`src/rtl/controle_ciclo.sv`:
```
// Washing-machine cycle sequencer: drives wash/rinse/spin starts in order,
// watches each phase's ativa for completion, and traps timeouts and door-open aborts.
module controle_ciclo #(
  parameter int unsigned TIMEOUT_RESPOSTA = 4,
  parameter int unsigned TIMEOUT_FASE     = 64,
  parameter int unsigned CNT_W            = 8
) (
  input  logic       clock,
  input  logic       reset_n,
  input  logic       iniciar,
  input  logic       porta_fechada,
  input  logic       lavagem_ativa,
  input  logic       enxague_ativa,
  input  logic       centrifugacao_ativa,
  output logic       start_lavagem,
  output logic       start_enxague,
  output logic       start_centrifugacao,
  output logic [2:0] fase_atual,
  output logic       ciclo_concluido,
  output logic       erro
);

  typedef enum logic [2:0] {
    OCIOSO        = 3'd0,
    LAVAGEM       = 3'd1,
    ENXAGUE       = 3'd2,
    CENTRIFUGACAO = 3'd3,
    CONCLUIDO     = 3'd4,
    ERRO          = 3'd5
  } estado_e;

  estado_e          estado_q, estado_d;
  logic [CNT_W-1:0] cnt_q, cnt_d, cnt_inc;
  logic             visto_q, visto_d;
  logic             ativa_c;

  // Only the current phase's busy flag is observed.
  always_comb begin
    ativa_c = 1'b0;
    case (estado_q)
      LAVAGEM:       ativa_c = lavagem_ativa;
      ENXAGUE:       ativa_c = enxague_ativa;
      CENTRIFUGACAO: ativa_c = centrifugacao_ativa;
      default:       ativa_c = 1'b0;
    endcase
  end

  always_comb begin
    estado_d = estado_q;
    cnt_d    = cnt_q;
    visto_d  = visto_q;
    cnt_inc  = cnt_q + CNT_W'(1);
    case (estado_q)
      OCIOSO: begin
        if (iniciar && porta_fechada) estado_d = LAVAGEM;
      end
      LAVAGEM, ENXAGUE, CENTRIFUGACAO: begin
        // Door check outranks both timeouts and phase completion.
        if (!porta_fechada) begin
          estado_d = ERRO;
        end else if (!visto_q) begin
          if (ativa_c) begin
            visto_d = 1'b1;
            cnt_d   = '0;
          end else begin
            cnt_d = cnt_inc;
            if (cnt_inc == CNT_W'(TIMEOUT_RESPOSTA)) estado_d = ERRO;
          end
        end else if (ativa_c) begin
          cnt_d = cnt_inc;
          if (cnt_inc == CNT_W'(TIMEOUT_FASE)) estado_d = ERRO;
        end else if (estado_q == LAVAGEM) begin
          estado_d = ENXAGUE;
        end else if (estado_q == ENXAGUE) begin
          estado_d = CENTRIFUGACAO;
        end else begin
          estado_d = CONCLUIDO;
        end
      end
      CONCLUIDO: estado_d = OCIOSO;
      ERRO: begin
        if (iniciar && porta_fechada) estado_d = OCIOSO;
      end
      default: estado_d = OCIOSO;
    endcase
    // Any state change starts the next phase with a clean counter and visto flag.
    if (estado_d != estado_q) begin
      cnt_d   = '0;
      visto_d = 1'b0;
    end
  end

  // Outputs are decoded from the next state so they line up with the state register.
  always_ff @(posedge clock or negedge reset_n) begin
    if (!reset_n) begin
      estado_q            <= OCIOSO;
      cnt_q               <= '0;
      visto_q             <= 1'b0;
      start_lavagem       <= 1'b0;
      start_enxague       <= 1'b0;
      start_centrifugacao <= 1'b0;
      fase_atual          <= 3'd0;
      ciclo_concluido     <= 1'b0;
      erro                <= 1'b0;
    end else begin
      estado_q            <= estado_d;
      cnt_q               <= cnt_d;
      visto_q             <= visto_d;
      start_lavagem       <= (estado_d == LAVAGEM);
      start_enxague       <= (estado_d == ENXAGUE);
      start_centrifugacao <= (estado_d == CENTRIFUGACAO);
      fase_atual          <= estado_d;
      ciclo_concluido     <= (estado_d == CONCLUIDO);
      erro                <= (estado_d == ERRO);
    end
  end

endmodule
```
`config.mk`:
```
export PLATFORM = sky130hd
export DESIGN_NAME = controle_ciclo
export DESIGN_NICKNAME = d
export VERILOG_FILES = /design/src/rtl/controle_ciclo.sv
export SDC_FILE = /design/constraint.sdc
export NUM_CORES = 1
export LEC_CHECK = 0
export CAP_MARGIN = 20
export CORE_MARGIN = 2
export CORE_UTILIZATION = 50
export CTS_BUF_LIST = sky130_fd_sc_hd__clkbuf_2
export DETAILED_ROUTE_END_ITERATION = 10
export HOLD_SLACK_MARGIN = 0.05
export PLACE_DENSITY = 0.8
export SLEW_MARGIN = 0
export SYNTH_ARGS = -nofsm -noshare
export SYNTH_HDL_FRONTEND = slang
export SYNTH_SLANG_ARGS = --single-unit
```
`constraint.sdc`:
```
create_clock -name clock -period 4.2 [get_ports clock]
set_clock_uncertainty 0.15 [all_clocks]
set_input_delay 0.84 -clock clock [delete_from_list [all_inputs] [get_ports clock]]
set_output_delay 0.84 -clock clock [all_outputs]
set_load 0.03 [all_outputs]
```
==> impl_metrics.json <==
{
  "synth-main-ff-cell": "dfrtp_1",
  "rows": 17,
  "worstMarginPinSlew_ps": 710,
  "hold_path.class": "reg2reg",
  "critical_path.endpoint_type": "flop",
  "status": "complete, no violations",
  "p_per_area_nw_per_um2": 459,
  "drive_gt1_share_pct": 12.4,
  "crit_required_ps": 4250,
  "ant_nets": 0,
  "fin_crit_sh_pct": 76.3,
  "rsz0062_at_grt": "false",
  "crit_arrival_ps": 3250,
  "synthesis.area_sq_um": 1230,
  "final_area_sq_um": 1380,
  "route.detailed.drc": 0,
  "h-tree-depth": 1,
  "ys_seq_elements": 17,
  "cts_inserted_buffers": 3,
  "totalWireLength_mm": 2.87,
  "final_cell_mix": "17 x dfrtp_1, 16 x nand2_1, 14 x clkdlybuf4s50_1",
  "drt-wirelength-per-cell_um": 15.8,
  "synthCells": 143,
  "timing.fmax_mhz": 312,
  "dp_hpwl_mm": 2.27,
  "ios": 15,
  "grt_usage_pct": 23.8,
  "synthArstFlopShare_pct": 100,
  "cts-resized-gates": 0,
  "maxSlewHeadroom_pct": 52.5,
  "clock_sinks": 17,
  "maxCapViolations": 0,
  "power_leakage_nw": 0.554,
  "yosys_warnings": 0,
  "fin_ws_ps": 996,
  "grt.overflow.total": 0,
  "dr.pass1.iters": 4,
  "avgSynthCellArea_sq_um": 8.57,
  "clk_latency_ps": 270,
  "fillers": 208,
  "peakVddDrop_mv": 0.455,
  "multiInputGateArea_sq_um": 736,
  "vias": 1113,
  "tritoncts": "built",
  "core-area_sq_um": 2280,
  "synth-edff-count": 0,
  "hold_path_depth": 2,
  "dp_cells": 177,
  "clkTransAtPathRegs_ps": 140,
  "dp_slack_ps": 720,
  "tns_ps": 0,
  "seq_area_sq_um": 425,
  "setup_viol": 0,
  "mostFrequentLayoutCell": "dfrtp_1",
  "drtIter0Drc": 60,
  "path_class": "in2reg",
  "gp_congestion": 0.864,
  "min_period_ps": 3200,
  "cts_root_buf": "clkbuf_2",
  "die_h_um": 53.5,
  "worstPathMaxFanout": 9,
  "cp-start-kind": "input pin",
  "ys_seq_area_share_pct": 34.7,
  "antenna_cells": 0,
  "place_area_sq_um": 1360,
  "grt_max_degree": 18,
  "grt_pass1_vias": 1073,
  "stdcell_count": 181,
  "antenna_found_initial": 0,
  "r2r_cells": 7,
  "clock_path_buffers": 2,
  "syn_nets": 151,
  "ctsHoldBuffers": 0,
  "hold_viol_final": 0,
  "viasPerCell": 6.15,
  "die_area_sq_um": 2860,
  "grt_pass1_wl_mm": 4.95,
  "post-cts-setup-buffers": 0,
  "numPortBuffers": 14,
  "whs_ps": 509,
  "fin_nets": 162,
  "slew_violations": 0,
  "ys_types": 46,
  "die_x_um": 53.5,
  "initial_core_util_pct": 53.9,
  "syn_to_final_growth_pct": 12.1
}
-- cell type report --
cell class / count / area share (%)
sequential: 17 / 30.9
clock buffer: 4 / 1.46
timing repair buffer: 14 / 10.2
tap: 28 / 2.55
multi-input combinational: 113 / 53.5
inverter: 5 / 1.36
-- report_power, final --
part / leakage, nW / total (mW) / switching (mW) / internal (mW)
Clock: 0.0166 / 0.0701 / 0.0448 / 0.0253
Sequential: 0.232 / 0.245 / 0.0534 / 0.191
Combinational: 0.305 / 0.316 / 0.199 / 0.117
Total: 0.554 / 0.631 / 0.297 / 0.334
-- cell families (layout without fill, tap and decap cells) --
group | count (synthesis) | in the layout | share of synthesized area, %
AOI/OAI and AO/OA | 41 | 41 | 27.6
adders and majority gates | 1 | 1 | 1.02
buffers and inverters | 13 | 23 | 5.31
and+or+nand+nor | 66 | 66 | 27.7
muxes | 2 | 2 | 1.63
DFF | 17 | 17 | 34.7
xor gates and xnor gates | 3 | 3 | 2.14
-- final timing paths --
| check | start | to | slack [ps] |
|---|---|---|---|
| max in group asynchronous | reset_n | cnt_q[7] | 2640 |
| min in group asynchronous | reset_n | start_centrifugacao | 820 |
| max | centrifugacao_ativa | cnt_q[5] | 1000 |
| max reg2reg | estado_q[1] | cnt_q[5] | 1230 |
| min reg2reg | cnt_q[1] | cnt_q[1] | 510 |
| min | cnt_q[1] | cnt_q[1] | 510 |
-- synthesized netlist by cell type, types with 2 or more instances --
cell,n,area [sq um]
a211oi_2,3,37.5
a21oi_1,7,35.0
a22oi_1,4,30.0
a2bb2oi_1,2,17.5
a31oi_1,2,12.5
and2_1,3,18.8
and3_1,2,12.5
buf_2,3,15.0
clkbuf_1,2,7.51
dfrtp_1,17,425
inv_1,4,15.0
mux2i_1,2,20.0
nand2_1,16,60.1
nand2b_1,3,18.8
nand3_1,7,35.0
nor2_1,13,48.8
nor2b_1,3,18.8
nor3_1,11,55.1
o211ai_1,3,22.5
o21ai_0,8,40.0
xor2_1,3,26.3
-- worst max-delay path, cell delays in order --
cell and delay, ps:
clkdlybuf4s50_1 480, mux2i_1 120, o32ai_2 460, o31ai_1 170, a211oi_2 280, o21ai_0 160, a311o_1 510, nor3_1 220
-- per-layer routing --
layer | vias to the layer above | part of all wire (%) | global-route usage [%]
met5 | - | 0 | 0
met3 | 2 | 5.0 | 3.39
met2 | 37 | 50 | 40.3
met1 | 530 | 45 | 32.0
li1 | 544 | - | -
met4 | 0 | 0.31 | 5.98
-- state kept, by name, indices dropped and copies added, names as in the netlist --
register,flops
start_lavagem,1
estado_q,3
start_centrifugacao,1
ciclo_concluido,1
erro,1
cnt_q,8
visto_q,1
start_enxague,1
-- metrics by stage --
stage / utilization [%] / total power, mW
after floorplan: - / 0.467
after global placement: 59.5 / 0.545
after detailed placement: 59.5 / 0.560
after CTS: 60.4 / 0.631
after global routing: 60.4 / 0.677
final: 60.4 / 0.631
Note: power is estimated with default switching activity, not from simulation.
